**config.mk**
```make
export PLATFORM = sky130hd
export DESIGN_NAME = directory_controller_flat
export DESIGN_NICKNAME = d
export VERILOG_FILES = /design/src/rtl/directory_controller_if.sv /design/src/rtl/directory_controller.sv /design/src/flat_wrapper.sv
export SDC_FILE = /design/constraint.sdc
export NUM_CORES = 1
export LEC_CHECK = 0
export CORE_ASPECT_RATIO = 1.1
export CORE_MARGIN = 2
export CORE_UTILIZATION = 50
export DETAILED_ROUTE_END_ITERATION = 16
export GPL_TIMING_DRIVEN = 1
export PLACE_DENSITY = 0.75
export SETUP_SLACK_MARGIN = 0.2
export SLEW_MARGIN = 25
export SYNTH_ARGS = -nofsm -noshare
export SYNTH_HDL_FRONTEND = slang
export SYNTH_SLANG_ARGS = --single-unit
```
**constraint.sdc**
```tcl
create_clock -name Clock -period 3.3 [get_ports Clock]
set_clock_uncertainty 0.15 [all_clocks]
set_input_delay 0.99 -clock Clock [delete_from_list [all_inputs] [get_ports Clock]]
set_output_delay 0.99 -clock Clock [all_outputs]
set_load 0.01 [all_outputs]
```
**src/rtl/directory_controller_if.sv**
```systemverilog
// Request, coherence-command, memory and reply bundle for directory_controller.
// master = caches/memory side, slave = directory.
interface directory_controller_if #(
  parameter int ADDR_W = 4,
  parameter int DATA_W = 4
);
  logic              ReqValid;
  logic              ReqReady;
  logic              ReqProc;
  logic [2:0]        ReqType;
  logic [ADDR_W-1:0] ReqAddress;
  logic [DATA_W-1:0] ReqData;
  logic              CmdValid;
  logic              CmdProc;
  logic [2:0]        CmdType;
  logic [ADDR_W-1:0] CmdAddress;
  logic              CmdAck;
  logic [DATA_W-1:0] AckData;
  logic              MemRead;
  logic              MemWrite;
  logic [ADDR_W-1:0] MemAddress;
  logic [DATA_W-1:0] MemWData;
  logic [DATA_W-1:0] MemRData;
  logic              RespValid;
  logic              RespProc;
  logic [ADDR_W-1:0] RespAddress;
  logic [DATA_W-1:0] RespData;
  logic              Busy;

  modport master (
    output ReqValid, ReqProc, ReqType, ReqAddress, ReqData,
    output CmdAck, AckData, MemRData,
    input  ReqReady, CmdValid, CmdProc, CmdType, CmdAddress,
    input  MemRead, MemWrite, MemAddress, MemWData,
    input  RespValid, RespProc, RespAddress, RespData, Busy
  );

  modport slave (
    input  ReqValid, ReqProc, ReqType, ReqAddress, ReqData,
    input  CmdAck, AckData, MemRData,
    output ReqReady, CmdValid, CmdProc, CmdType, CmdAddress,
    output MemRead, MemWrite, MemAddress, MemWData,
    output RespValid, RespProc, RespAddress, RespData, Busy
  );
endinterface

```
**src/rtl/directory_controller.sv**
```systemverilog
// Two-cache MSI-style directory controller, one entry per block address.
// DIR_STATS_EN adds saturating ReadMiss/WriteMiss/Invalidate counters.
module directory_controller #(
  parameter int ADDR_W = 4,
  parameter int DATA_W = 4
) (
  input logic Clock,
  input logic Reset,
  directory_controller_if.slave bus
`ifdef DIR_STATS_EN
  ,
  output logic [7:0] ReadMissCount,
  output logic [7:0] WriteMissCount,
  output logic [7:0] InvCount
`endif
);
  localparam int ENTRIES = 2**ADDR_W;
  localparam logic [2:0] RD_MISS = 3'b001;
  localparam logic [2:0] WR_MISS = 3'b010;
  localparam logic [2:0] WR_BACK = 3'b011;
  localparam logic [2:0] CMD_FETCH = 3'b011;
  localparam logic [2:0] CMD_FINV = 3'b100;
  localparam logic [2:0] CMD_INV = 3'b101;
  localparam logic [1:0] UNCACHED = 2'b00;
  localparam logic [1:0] SHARED = 2'b01;
  localparam logic [1:0] EXCL = 2'b10;

  typedef enum logic [2:0] {
    IDLE, LOOKUP, SEND_CMD, WAIT_ACK,
    MEM_RD, MEM_WR, REPLY
  } fsmState_t;

  fsmState_t state, nextState;

  logic [1:0] dirState [ENTRIES];
  logic [1:0] dirSharers [ENTRIES];

  logic              reqProc;
  logic [2:0]        reqType;
  logic [ADDR_W-1:0] reqAddr;
  logic [DATA_W-1:0] holdData;
  logic [2:0]        cmdType, nextCmdType;
  logic              fromMem;

  logic [1:0] curState, curSharers;
  logic [1:0] reqBit, otherBit;
  logic       otherHolds, selfHolds, ownedByOther;
  logic       isRead, isWrite, isWb;
  logic       rdFetch, rdMem, wrFinv, wrInv, wrMem, wbOwner;
  logic       accept;

  assign curState = dirState[reqAddr];
  assign curSharers = dirSharers[reqAddr];
  assign reqBit = reqProc ? 2'b10 : 2'b01;
  assign otherBit = reqProc ? 2'b01 : 2'b10;
  assign otherHolds = |(curSharers & otherBit);
  assign selfHolds = |(curSharers & reqBit);
  assign ownedByOther = (curState == EXCL) && otherHolds;
  assign isRead = (reqType == RD_MISS);
  assign isWrite = (reqType == WR_MISS);
  assign isWb = (reqType == WR_BACK);
  assign rdFetch = isRead && ownedByOther;
  assign rdMem = isRead && !ownedByOther;
  assign wrFinv = isWrite && ownedByOther;
  assign wrInv = isWrite && (curState == SHARED) && otherHolds;
  assign wrMem = isWrite && !wrFinv && !wrInv;
  assign wbOwner = isWb && (curState == EXCL) && selfHolds;
  assign accept = bus.ReqValid && (state == IDLE);

  always_ff @(posedge Clock or posedge Reset) begin
    if (Reset) state <= IDLE;
    else       state <= nextState;
  end

  always_comb begin
    nextState = state;
    nextCmdType = cmdType;
    bus.ReqReady = 1'b0;
    bus.CmdValid = 1'b0;
    bus.CmdProc = 1'b0;
    bus.CmdType = 3'b000;
    bus.CmdAddress = '0;
    bus.MemRead = 1'b0;
    bus.MemWrite = 1'b0;
    bus.MemAddress = '0;
    bus.MemWData = '0;
    bus.RespValid = 1'b0;
    bus.RespProc = 1'b0;
    bus.RespAddress = '0;
    bus.RespData = '0;
    bus.Busy = (state != IDLE);
    case (state)
      IDLE: begin
        bus.ReqReady = 1'b1;
        if (bus.ReqValid) nextState = LOOKUP;
      end
      LOOKUP: begin
        unique case (1'b1)
          rdFetch: begin
            nextCmdType = CMD_FETCH;
            nextState = SEND_CMD;
          end
          wrFinv: begin
            nextCmdType = CMD_FINV;
            nextState = SEND_CMD;
          end
          wrInv: begin
            nextCmdType = CMD_INV;
            nextState = SEND_CMD;
          end
          rdMem, wrMem: nextState = MEM_RD;
          wbOwner: nextState = MEM_WR;
          default: nextState = IDLE;
        endcase
      end
      SEND_CMD, WAIT_ACK: begin
        // Command held steady until the owner acknowledges it
        bus.CmdValid = 1'b1;
        bus.CmdProc = ~reqProc;
        bus.CmdType = cmdType;
        bus.CmdAddress = reqAddr;
        if (state == SEND_CMD) nextState = WAIT_ACK;
        else if (bus.CmdAck)
          nextState = (cmdType == CMD_INV) ? MEM_RD : MEM_WR;
      end
      MEM_RD: begin
        bus.MemRead = 1'b1;
        bus.MemAddress = reqAddr;
        nextState = REPLY;
      end
      MEM_WR: begin
        bus.MemWrite = 1'b1;
        bus.MemAddress = reqAddr;
        bus.MemWData = holdData;
        nextState = isWb ? IDLE : REPLY;
      end
      REPLY: begin
        bus.RespValid = 1'b1;
        bus.RespProc = reqProc;
        bus.RespAddress = reqAddr;
        bus.RespData = fromMem ? bus.MemRData : holdData;
        nextState = IDLE;
      end
      default: nextState = IDLE;
    endcase
  end

  always_ff @(posedge Clock or posedge Reset) begin
    if (Reset) begin
      reqProc <= 1'b0;
      reqType <= 3'b000;
      reqAddr <= '0;
      holdData <= '0;
      cmdType <= 3'b000;
      fromMem <= 1'b0;
      for (int i = 0; i < ENTRIES; i++) begin
        dirState[i] <= UNCACHED;
        dirSharers[i] <= 2'b00;
      end
    end else begin
      cmdType <= nextCmdType;
      if (accept) begin
        reqProc <= bus.ReqProc;
        reqType <= bus.ReqType;
        reqAddr <= bus.ReqAddress;
        holdData <= bus.ReqData;
      end
      if (state == WAIT_ACK && bus.CmdAck) holdData <= bus.AckData;
      if (state == MEM_RD) fromMem <= 1'b1;
      else if (state == MEM_WR) fromMem <= 1'b0;
      if (state == MEM_WR && isWb) begin
        dirState[reqAddr] <= UNCACHED;
        dirSharers[reqAddr] <= 2'b00;
      end
      if (state == REPLY) begin
        if (isRead) begin
          dirState[reqAddr] <= SHARED;
          dirSharers[reqAddr] <= curSharers | reqBit;
        end else begin
          dirState[reqAddr] <= EXCL;
          dirSharers[reqAddr] <= reqBit;
        end
      end
    end
  end

`ifdef DIR_STATS_EN
  logic issueInv;
  assign issueInv = (state == LOOKUP) && (wrFinv || wrInv);

  always_ff @(posedge Clock or posedge Reset) begin
    if (Reset) begin
      ReadMissCount <= 8'd0;
      WriteMissCount <= 8'd0;
      InvCount <= 8'd0;
    end else begin
      if (accept && bus.ReqType == RD_MISS && ReadMissCount != 8'hFF)
        ReadMissCount <= ReadMissCount + 8'd1;
      if (accept && bus.ReqType == WR_MISS && WriteMissCount != 8'hFF)
        WriteMissCount <= WriteMissCount + 8'd1;
      if (issueInv && InvCount != 8'hFF)
        InvCount <= InvCount + 8'd1;
    end
  end
`endif
endmodule
```
**src/flat_wrapper.sv**
```systemverilog
// flat-port wrapper written by rule: the top's interface ports become plain ports
module directory_controller_flat 
#(
  parameter int ADDR_W = 4,
  parameter int DATA_W = 4
)
  (Clock, Reset, bus_ReqValid, bus_ReqProc, bus_ReqType, bus_ReqAddress, bus_ReqData, bus_CmdAck, bus_AckData, bus_MemRData, bus_ReqReady, bus_CmdValid, bus_CmdProc, bus_CmdType, bus_CmdAddress, bus_MemRead, bus_MemWrite, bus_MemAddress, bus_MemWData, bus_RespValid, bus_RespProc, bus_RespAddress, bus_RespData, bus_Busy);
  directory_controller_if #(.ADDR_W(ADDR_W), .DATA_W(DATA_W)) bus_i ();
  input logic Clock;
  input logic Reset;
  input wire logic [$bits(bus_i.ReqValid)-1:0] bus_ReqValid;
  input wire logic [$bits(bus_i.ReqProc)-1:0] bus_ReqProc;
  input wire logic [$bits(bus_i.ReqType)-1:0] bus_ReqType;
  input wire logic [$bits(bus_i.ReqAddress)-1:0] bus_ReqAddress;
  input wire logic [$bits(bus_i.ReqData)-1:0] bus_ReqData;
  input wire logic [$bits(bus_i.CmdAck)-1:0] bus_CmdAck;
  input wire logic [$bits(bus_i.AckData)-1:0] bus_AckData;
  input wire logic [$bits(bus_i.MemRData)-1:0] bus_MemRData;
  output wire logic [$bits(bus_i.ReqReady)-1:0] bus_ReqReady;
  output wire logic [$bits(bus_i.CmdValid)-1:0] bus_CmdValid;
  output wire logic [$bits(bus_i.CmdProc)-1:0] bus_CmdProc;
  output wire logic [$bits(bus_i.CmdType)-1:0] bus_CmdType;
  output wire logic [$bits(bus_i.CmdAddress)-1:0] bus_CmdAddress;
  output wire logic [$bits(bus_i.MemRead)-1:0] bus_MemRead;
  output wire logic [$bits(bus_i.MemWrite)-1:0] bus_MemWrite;
  output wire logic [$bits(bus_i.MemAddress)-1:0] bus_MemAddress;
  output wire logic [$bits(bus_i.MemWData)-1:0] bus_MemWData;
  output wire logic [$bits(bus_i.RespValid)-1:0] bus_RespValid;
  output wire logic [$bits(bus_i.RespProc)-1:0] bus_RespProc;
  output wire logic [$bits(bus_i.RespAddress)-1:0] bus_RespAddress;
  output wire logic [$bits(bus_i.RespData)-1:0] bus_RespData;
  output wire logic [$bits(bus_i.Busy)-1:0] bus_Busy;
  assign bus_i.ReqValid = bus_ReqValid;
  assign bus_i.ReqProc = bus_ReqProc;
  assign bus_i.ReqType = bus_ReqType;
  assign bus_i.ReqAddress = bus_ReqAddress;
  assign bus_i.ReqData = bus_ReqData;
  assign bus_i.CmdAck = bus_CmdAck;
  assign bus_i.AckData = bus_AckData;
  assign bus_i.MemRData = bus_MemRData;
  assign bus_ReqReady = bus_i.ReqReady;
  assign bus_CmdValid = bus_i.CmdValid;
  assign bus_CmdProc = bus_i.CmdProc;
  assign bus_CmdType = bus_i.CmdType;
  assign bus_CmdAddress = bus_i.CmdAddress;
  assign bus_MemRead = bus_i.MemRead;
  assign bus_MemWrite = bus_i.MemWrite;
  assign bus_MemAddress = bus_i.MemAddress;
  assign bus_MemWData = bus_i.MemWData;
  assign bus_RespValid = bus_i.RespValid;
  assign bus_RespProc = bus_i.RespProc;
  assign bus_RespAddress = bus_i.RespAddress;
  assign bus_RespData = bus_i.RespData;
  assign bus_Busy = bus_i.Busy;
  directory_controller #(.ADDR_W(ADDR_W), .DATA_W(DATA_W)) u_core (.Clock(Clock), .Reset(Reset), .bus(bus_i));
endmodule
```
==> impl_summary.txt <==
----------------------------------------------------
[Run status]
  Result of the run ... complete, no violations

[Synthesis]
  Net count after synthesis ... 482
  Top cells by count, synth ... sky130_fd_sc_hd__nand2_1, sky130_fd_sc_hd__dfrtp_1, sky130_fd_sc_hd__o21ai_1
  Mean Syn Cell Area ... roughly 9.5 um2
  Most frequent cell after synthesis ... sky130_fd_sc_hd__nand2_1
  Cell taking the most area after synthesis ... sky130_fd_sc_hd__dfrtp_1
  Sequential-to-total area share from yosys stat ... 47.6%
  Share of the synthesized area in the top cell type ... 47.6%
  Netlist area before placement ... 4360 um2
  Fraction of the mapped netlist area in simple logic gates ... 19.9%
  Share of async-settable or async-resettable flops after synthesis ... 100%
  Cells after Synth ... 458
  EDFF count, synth ... 0
  Ys Warns ... 0
  Xor and xnor fraction of the mapped netlist area ... 0%
  Dominant combinational cell family by area after synthesis ... simple AND/OR/NAND/NOR gates
  Mux share of post-synthesis cell area ... 12.6%
  Synth Flop Type ... sky130_fd_sc_hd__dfrtp_1
  Number of distinct library cells after synthesis ... a little over 50
  Dominant cells by area after synthesis ... sky130_fd_sc_hd__dfrtp_1, sky130_fd_sc_hd__nand2_1, sky130_fd_sc_hd__mux4_2
  Synthesized-area fraction occupied by adder cells ... 0%
  Compound-gate portion of the synthesized area ... 16.1%
  Number of register bits inferred by synthesis ... 83

[Clocking]
  Num CTS Buffers ... 9
  Clock-pin transition on the worst setup and hold timing paths ... 0.09 ns
  CTS Root Buffer Type ... sky130_fd_sc_hd__clkbuf_8
  CTS H-tree lvls ... 3
  CTS tree ... built
  Deepest clock path buffer count ... 2
  Clk_lat worst skew ... about 0.37 ns
  Sinks on the clock net ... 83

[GRT]
  Overflow left after global routing ... 0
  Pin count of the biggest net entering global routing ... 84
  Antenna violations before repair ... 0
  Wire length of the first global-routing pass ... 18100 um
  Via count of the first global-routing pass ... 3534
  GRT Total Usage ... 24.9%

[Die]
  Number of top-level pins ... 55
  Die Footprint ... 9480 um2
  Die span in x ... about 93 um
  Core area ... 8410 um2
  Rows ... 35
  Effective utilization at floorplan ... between 50% and 60%
  Vert. Die Dim ... 102 um

[Timing]
  Number of hold violations in the final report ... 0
  # setup viols final ... 0
  Transition time at the pin with the least slew margin ... 0.871 ns
  Total negative setup slack ... 0 ns
  Time the final worst path needs with I/O delays and setup ... approximately 3.0 ns
  Relative slew slack ... about two fifths
  Hold WS ... 0.334 ns
  Final clock period utilization by the worst path ... 91.4%
  Fin. max-slew vios ... 0
  Fmax ... ~0.33 GHz
  Setup repair after global routing missed its margin ... true

[Setup path]
  Worst Setup End Kind ... output pin
  Critical Path Start Type ... register
  Data required, critical path ... 2.16 ns
  Maximum fanout count along the critical path ... 8
  Setup CP Type ... reg2out
  Worst EP arrival ... around 1.9 ns

[Detailed routing]
  Pre-Repair DR Iteration Count ... 6
  Total number of vias ... roughly 3600
  DRT Wirelength ... about 11000 um
  Mean number of vias per cell ... 5.73
  DR DRC count ... 0
  Routed length per placed instance ... 17.3 um
  Met3 wire length ... ~600 um
  Detail Route Antenna Nets ... 0
  Starting DRT DRC Count ... about 200
  Wl on met1 ... 4870 um
  Highest routing layer actually used ... met4
  Met2 WL post-DR ... 5300 um

[Power and ir drop]
  Power density cells ... 891 nW/um2
  Leakage power ... approximately 2.3 nW
  Worst IR drop on VDD ... 343 uV
  Power, Total ... 4.73 mW

[Placed design]
  Cell area reported after detailed placement ... approximately 5000 um2
  Detailed-placement wirelength estimate ... between 7000 and 8000 um
  Final Wtd Congestion ... roughly 0.84
  Buffers on Ports ... between 50 and 60
  Placed insts ... 609

[Finish]
  Antenna diode instance count ... 0
  Layout cell share with drive strength beyond 1 ... 15.1%
  Final standard cell area without fillers ... around 5300 um2
  Post-route insts no fill ... 634
  Area overhead of the layout relative to synthesis ... 21.7%
  Number of fillers in the final layout ... between 700 and 800
  Net count, final ... 542

[Run]
  Max Cap Viol ... 0

[Hold path]
  Hold crit path type ... reg2reg

----------------------------------------------------
-- flip-flops by register name, indices dropped and copies added (netlist names), named ones only --
name / count
u_core.dirSharers: 30
u_core.state: 3
u_core.fromMem: 1
u_core.reqAddr: 4
u_core.holdData: 4
u_core.dirState: 30
u_core.reqProc: 1
u_core.cmdType: 3
u_core.reqType: 3
-- per-layer routing --
layer / vias to the layer above / GRT usage (%)
li1: 1699 / -
met5: - / 0
met1: 1789 / 33.6
met3: 16 / 5.60
met4: 0 / 10.4
met2: 130 / 39.4
-- path summary, 6_finish.rpt --
check                                    start                   to  slack, ns  cells past startpoint
setup / recovery               u_core.state[1]      bus_MemWData[2]       0.28                      5
hold / removal             u_core.dirState[17]  u_core.dirState[17]       0.33                      2
setup reg to reg             u_core.reqAddr[0]    u_core.cmdType[0]       0.64                      7
hold reg to reg            u_core.dirState[17]  u_core.dirState[17]       0.33                      2
max in group asynchronous                Reset      u_core.state[1]       1.68                      3
min in group asynchronous                Reset  u_core.dirState[26]       0.93                      3
-- stage by stage --
| step | worst slack, ns | utilization [%] |
|---|---|---|
| finish | 0.284 | 63.1 |
| CTS | 0.227 | 62.4 |
| detailed placement | 0.000344 | 59.9 |
| global placement | 0.0348 | 59.9 |
| global route | 0.193 | 63.1 |
| floorplan | 0.921 | - |
-- what timing repair did --
action | CTS | global route
hold buffers | 0 | 0
pin swaps | 0 | 0
gates resized for setup | 14 | 1
gates cloned | 0 | 0
setup endpoints to repair | 24 | 17
setup buffers | 2 | 7
-- cell families (layout without fill, tap and decap cells) --
group	after synthesis	count (layout)
buffers and inverters	36	101
AO/OA/AOI/OAI	110	110
multiplexers	41	41
AND/OR/NAND/NOR	188	188
flip-flops	83	83
-- cell usage in the layout, fill, tap and decap left out, types with 7 or more instances in the layout --
cell / netlist / routed
sky130_fd_sc_hd__a21oi_1: 7 / 7
sky130_fd_sc_hd__and2_1: 21 / 21
sky130_fd_sc_hd__buf_4: 0 / 18
sky130_fd_sc_hd__clkbuf_8: 0 / 11
sky130_fd_sc_hd__clkdlybuf4s50_1: 0 / 50
sky130_fd_sc_hd__dfrtp_1: 83 / 78
sky130_fd_sc_hd__inv_1: 11 / 8
sky130_fd_sc_hd__mux2_2: 10 / 10
sky130_fd_sc_hd__mux2i_1: 17 / 17
sky130_fd_sc_hd__mux4_2: 9 / 9
sky130_fd_sc_hd__nand2_1: 102 / 102
sky130_fd_sc_hd__nor2_1: 27 / 27
sky130_fd_sc_hd__o21ai_0: 32 / 32
sky130_fd_sc_hd__o21ai_1: 39 / 39
-- final cells by class --
| type | count | area (um2) | area share, % |
|---|---|---|---|
| Timing Repair Buffer | 74 | 711 | 13.4 |
| Sequential cell | 83 | 2080 | 39.3 |
| Tap cell | 111 | 139 | 2.62 |
| Clock buffer | 11 | 151 | 2.85 |
| Multi-Input combinational cell | 339 | 2140 | 40.3 |
| Clock inverter | 5 | 36.3 | 0.684 |
| Inverter | 11 | 45.0 | 0.849 |
-- worst max-delay path, stage by stage (launching register included) --
cell and delay, ns:
sky130_fd_sc_hd__dfrtp_2 0.48, sky130_fd_sc_hd__nor2b_4 0.17, sky130_fd_sc_hd__nand2_1 0.10, sky130_fd_sc_hd__inv_2 0.10, sky130_fd_sc_hd__and2_1 0.13, sky130_fd_sc_hd__clkdlybuf4s50_1 0.53
-- power by group --
group / switching (mW) / internal, mW / leakage [nW]
clock network: 0.377 / 0.316 / 0.0880
logic: 1.20 / 1.07 / 1.08
registers: 0.386 / 1.38 / 1.09
Power figures use the tool's default switching activity.
==> edit 1 (config.mk and constraints unchanged) <==
`DATA_W` is set to 4 in 3 places; all go to 3.
--- a/src/rtl/directory_controller_if.sv
+++ b/src/rtl/directory_controller_if.sv
@@ -2,7 +2,7 @@
 // master = caches/memory side, slave = directory.
 interface directory_controller_if #(
   parameter int ADDR_W = 4,
-  parameter int DATA_W = 4
+  parameter int DATA_W = 3
 );
   logic              ReqValid;
   logic              ReqReady;
--- a/src/rtl/directory_controller.sv
+++ b/src/rtl/directory_controller.sv
@@ -2,7 +2,7 @@
 // DIR_STATS_EN adds saturating ReadMiss/WriteMiss/Invalidate counters.
 module directory_controller #(
   parameter int ADDR_W = 4,
-  parameter int DATA_W = 4
+  parameter int DATA_W = 3
 ) (
   input logic Clock,
   input logic Reset,
--- a/src/flat_wrapper.sv
+++ b/src/flat_wrapper.sv
@@ -2,7 +2,7 @@
 module directory_controller_flat 
 #(
   parameter int ADDR_W = 4,
-  parameter int DATA_W = 4
+  parameter int DATA_W = 3
 )
   (Clock, Reset, bus_ReqValid, bus_ReqProc, bus_ReqType, bus_ReqAddress, bus_ReqData, bus_CmdAck, bus_AckData, bus_MemRData, bus_ReqReady, bus_CmdValid, bus_CmdProc, bus_CmdType, bus_CmdAddress, bus_MemRead, bus_MemWrite, bus_MemAddress, bus_MemWData, bus_RespValid, bus_RespProc, bus_RespAddress, bus_RespData, bus_Busy);
   directory_controller_if #(.ADDR_W(ADDR_W), .DATA_W(DATA_W)) bus_i ();
Interface: changed (5 resized); port bits go from 55 to 50. No check against the original RTL was run, so the function may have changed too.
==> edit 1 against the unedited design <==
Cell count shrank 6.0%; power shrank 5.3%; first-iteration DRC count grew 5.1%; sequential cell count shrank 1; area after synthesis shrank 2.0%; global-route usage is essentially flat; clock power shrank 3.6%; cell area shrank 2.8%; critical path type unchanged; wire length shrank 0.83%; hold slack gained 0.0054 ns; setup slack lost 0.0074 ns.
==> edit 1: results <==
metrics = {
    "grt": {
        "grt_pass1_wl_mm": 17.9,
        "met3_usage_pct": 6.13,
        "grt_max_degree": 34,
    },
    "logic_synthesis": {
        "synthXorXnorAreaFrac_pct": 0.205,
        "synth_compound_gate_area_share_pct": 16.9,
        "syn_nets": 444,
        "ys_top_cells_by_area": "dfrtp_1 48%, nand2_1 6.8%, mux4_2 6.3%",
        "synthTopCellsByCount": "82 x dfrtp_1, 77 x nand2_1, 27 x o21ai_0, 26 x o21ai_1, 25 x a22o_1",
    },
    "sta": {
        "timing.slew.headroom_pct": 50.3,
        "period_share_pct": 91.6,
        "hold_slack_ns": 0.339,
    },
    "power_and_ir_drop": {
        "p_leak_nw": 2.23,
        "seq_power_w": 0.00170,
        "power_frac_comb_pct": 47.1,
        "ir_drop_mv": 0.307,
        "seq_power_share_pct": 38.0,
    },
    "detailed_routing": {
        "drt-initial-drc-count": 205,
        "wl_met2_mm": 5.26,
        "wirelength_mm": 10.9,
        "first_pass_iters": 5,
        "m1WireLength_mm": 4.68,
        "vias_per_cell": 5.86,
        "wl_met3_um": 682,
    },
    "setup_path": {
        "slowest_delay_ns": 0.56,
        "regToRegEndpoint": "u_core.cmdType[1]",
        "crit_end": "bus_RespAddress[1]",
    },
    "placed_design": {
        "dp_hpwl_mm": 7.77,
    },
    "cells_and_area": {
        "drive_gt1_share_pct": 14.8,
        "seq_share_pct": 39.9,
        "n_all_buffers": 68,
        "bufAreaShareNonClock_pct": 12.9,
        "seq_cells": 82,
        "multi_input_cells": 312,
        "clk_share_pct": 3.42,
    },
    "clock_network": {
        "postCtsResizedCells": 8,
    },
    "run_status": {
        "status": "finished clean",
    },
}
==> edit 1: changes by cell type after synthesis, sizes merged, moves of 3 or more <==
| cell | before | now |
|---|---|---|
| buf | 10 | 5 |
| inv | 11 | 6 |
| a22o | 1 | 25 |
| a221o | 0 | 3 |
| nand3 | 4 | 1 |
| o21ai | 71 | 53 |
| nor2 | 29 | 23 |
| mux4 | 9 | 12 |
| and2 | 22 | 19 |
| and3 | 1 | 9 |
| nand2 | 102 | 77 |
| mux2 | 15 | 7 |
| nor4 | 0 | 3 |
==> edit 1: per-stage QoR <==
stage / util [%] / instance area [µm²] / std cells
after floorplan: - / 4280 / 423
after CTS: 61.6 / 5120 / 592
after detailed placement: 59.4 / 4950 / 576
after global routing: 62.0 / 5160 / 596
after global placement: 59.4 / 4950 / 576
final: 62.0 / 5160 / 596
==> edit 2 (same flow settings) <==
Made on the original files. The 7 states of `fsmState_t` get a one-hot encoding in 7 bits.
--- a/src/rtl/directory_controller.sv
+++ b/src/rtl/directory_controller.sv
@@ -25,9 +25,9 @@
   localparam logic [1:0] SHARED = 2'b01;
   localparam logic [1:0] EXCL = 2'b10;
 
-  typedef enum logic [2:0] {
-    IDLE, LOOKUP, SEND_CMD, WAIT_ACK,
-    MEM_RD, MEM_WR, REPLY
+  typedef enum logic [6:0] {
+    IDLE = 7'b0000001, LOOKUP = 7'b0000010, SEND_CMD = 7'b0000100, WAIT_ACK = 7'b0001000,
+    MEM_RD = 7'b0010000, MEM_WR = 7'b0100000, REPLY = 7'b1000000
   } fsmState_t;
 
   fsmState_t state, nextState;
Behaviour: no difference found for any inputs over 4 cycles, from zero or initial values and one cycle with Reset high; so few cycles prove little.
==> edit 2 against the unedited design <==
Wire length grew 3.8%; cell count rose by 4.1%; cell area rose by 4.9%; synthesized cell count increased by 1.5%; largest cell class is now flip-flops and latches; sequential cell count grew 4; via count up 5.0%; critical endpoint is now bus_MemRead; area after synthesis increased by 2.3%; setup slack worse by 0.11 ns.
Power is not compared: it rests on default switching activity, and its combinational part moved more than twofold at a synthesized area within 25%.
==> edit 2: results <==
metrics = {
    "run_status": {
        "status": "finished clean",
    },
    "logic_synthesis": {
        "seq_area_frac_synth_pct": 48.8,
        "syn_area_per_cell_um2": 9.59,
        "synthTopCellsByCount": "114 x nand2_1, 86 x dfrtp_1, 70 x o21ai_0, 31 x nor2_1, 20 x and2_1",
        "ys_top_cells_by_area": "dfrtp_1 48%, nand2_1 9.6%, mux4_1 8.8%",
        "syn_nets": 489,
    },
    "placed_design": {
        "dp_hpwl_mm": 7.93,
        "gp_routability_congestion": 0.812,
        "io_buffers": 54,
        "dpl.cell_count": 629,
    },
    "detailed_routing": {
        "first_pass_iters": 4,
        "avgRoutedWirePerCell_um": 17.2,
        "drt-initial-drc-count": 170,
        "wirelength_mm": 11.4,
        "vias_per_cell": 5.78,
    },
    "power_and_ir_drop": {
        "ir_drop_mv": 0.340,
    },
    "setup_path": {
        "crit_end": "bus_MemRead",
        "rr_startpoint": "u_core.reqAddr[0]",
        "startpoint": "u_core.state[5]",
        "rrSetupSlack_ns": 0.53,
        "cp.required_ns": 2.16,
        "crit_fanout": 3,
    },
    "clock_network": {
        "cts_max_level": 3,
    },
    "grt": {
        "grt_max_degree": 42,
        "track_usage_pct": 24.7,
        "grt_pass1_wl_mm": 18.3,
        "grt_pass1_vias": 3774,
    },
    "cells_and_area": {
        "fillers": 720,
        "fin_nets": 566,
        "reg.largest.list": "u_core.dirSharers x32, u_core.dirState x32, u_core.state x7",
        "drive_gt1_share_pct": 14.5,
    },
    "sta": {
        "worst_pin_slew_ns": 0.699,
    },
}
edit 2: per-layer routing:
metal / track usage, % / vias to the layer above / wire length [µm]
met3: 3.95 / 35 / 690
met1: 29.9 / 1859 / 4620
met4: 12.3 / 0 / 443
met2: 43.2 / 137 / 5630
met5: 0 / - / 0
li1: - / 1784 / -
edit 2: final cells by class:
type                            count  area, µm²  area share, %
Clock buffer                       10        128           2.29
Timing Repair Buffer               86        774           13.9
Clock inverter                      5        108           1.93
Sequential cell                    87       2180           39.2
Tap cell                          114        143           2.56
Multi-Input combinational cell    347       2180           39.2
Inverter                           11       46.3          0.832
edit 2: cell families (layout without fill, tap and decap cells):
logic type	after synthesis	in the layout	share of synthesized area, %
muxes	33	33	13.6
AOI/OAI and AO/OA	97	97	12.1
buffers and inverters	31	112	3.11
xor gates and xnor gates	1	1	0.196
and+or+nand+nor	216	216	22.1
DFF	87	87	48.8
edit 2: worst min path at each step:
stage / slack, ns / cells past startpoint / to / startpoint
after floorplan: 0.29 / 2 / u_core.dirSharers[12] / u_core.dirSharers[12]
after global placement: 0.30 / 2 / u_core.dirSharers[1] / u_core.dirSharers[1]
after detailed placement: 0.31 / 2 / u_core.dirSharers[20] / u_core.dirSharers[20]
after CTS: 0.33 / 2 / u_core.dirSharers[20] / u_core.dirSharers[20]
after global routing: 0.35 / 2 / u_core.dirSharers[21] / u_core.dirSharers[21]
final: 0.33 / 2 / u_core.dirSharers[20] / u_core.dirSharers[20]
edit 2: stage by stage:
step / setup WS, ns / hold WS (ns) / instance area (µm²) / power, W
2_1_floorplan: 0.800 / 0.292 / 4460 / 0.00195
3_3_place_gp: 0.0349 / 0.304 / 5190 / 0.00226
3_5_place_dp: 0.0195 / 0.312 / 5190 / 0.00229
4_1_cts: 0.0936 / 0.331 / 5530 / 0.00320
5_1_grt: 0.0929 / 0.353 / 5570 / 0.00337
6_report: 0.171 / 0.325 / 5570 / 0.00320
edit 2: critical path: stages, from the launching register on:
cell	delay [ns]
dfrtp_1	0.43
nor3_4	0.22
nand4b_1	0.21
buf_4	0.20
inv_1	0.05
clkdlybuf4s50_1	0.52
edit 2: report_power, final:
part	internal (W)	leakage [nW]	switching, W
logic	0.000429	1.34	0.000529
registers	0.00117	1.18	0.000193
clock network	0.000502	0.117	0.000375
edit 2: repair_timing:
item | in CTS | in global routing
hold endpoints to repair | 0 | 0
resized for setup | 37 | 20
pin swaps | 6 | 1
setup endpoints to repair | 29 | 14
buffers inserted | 11 | 5
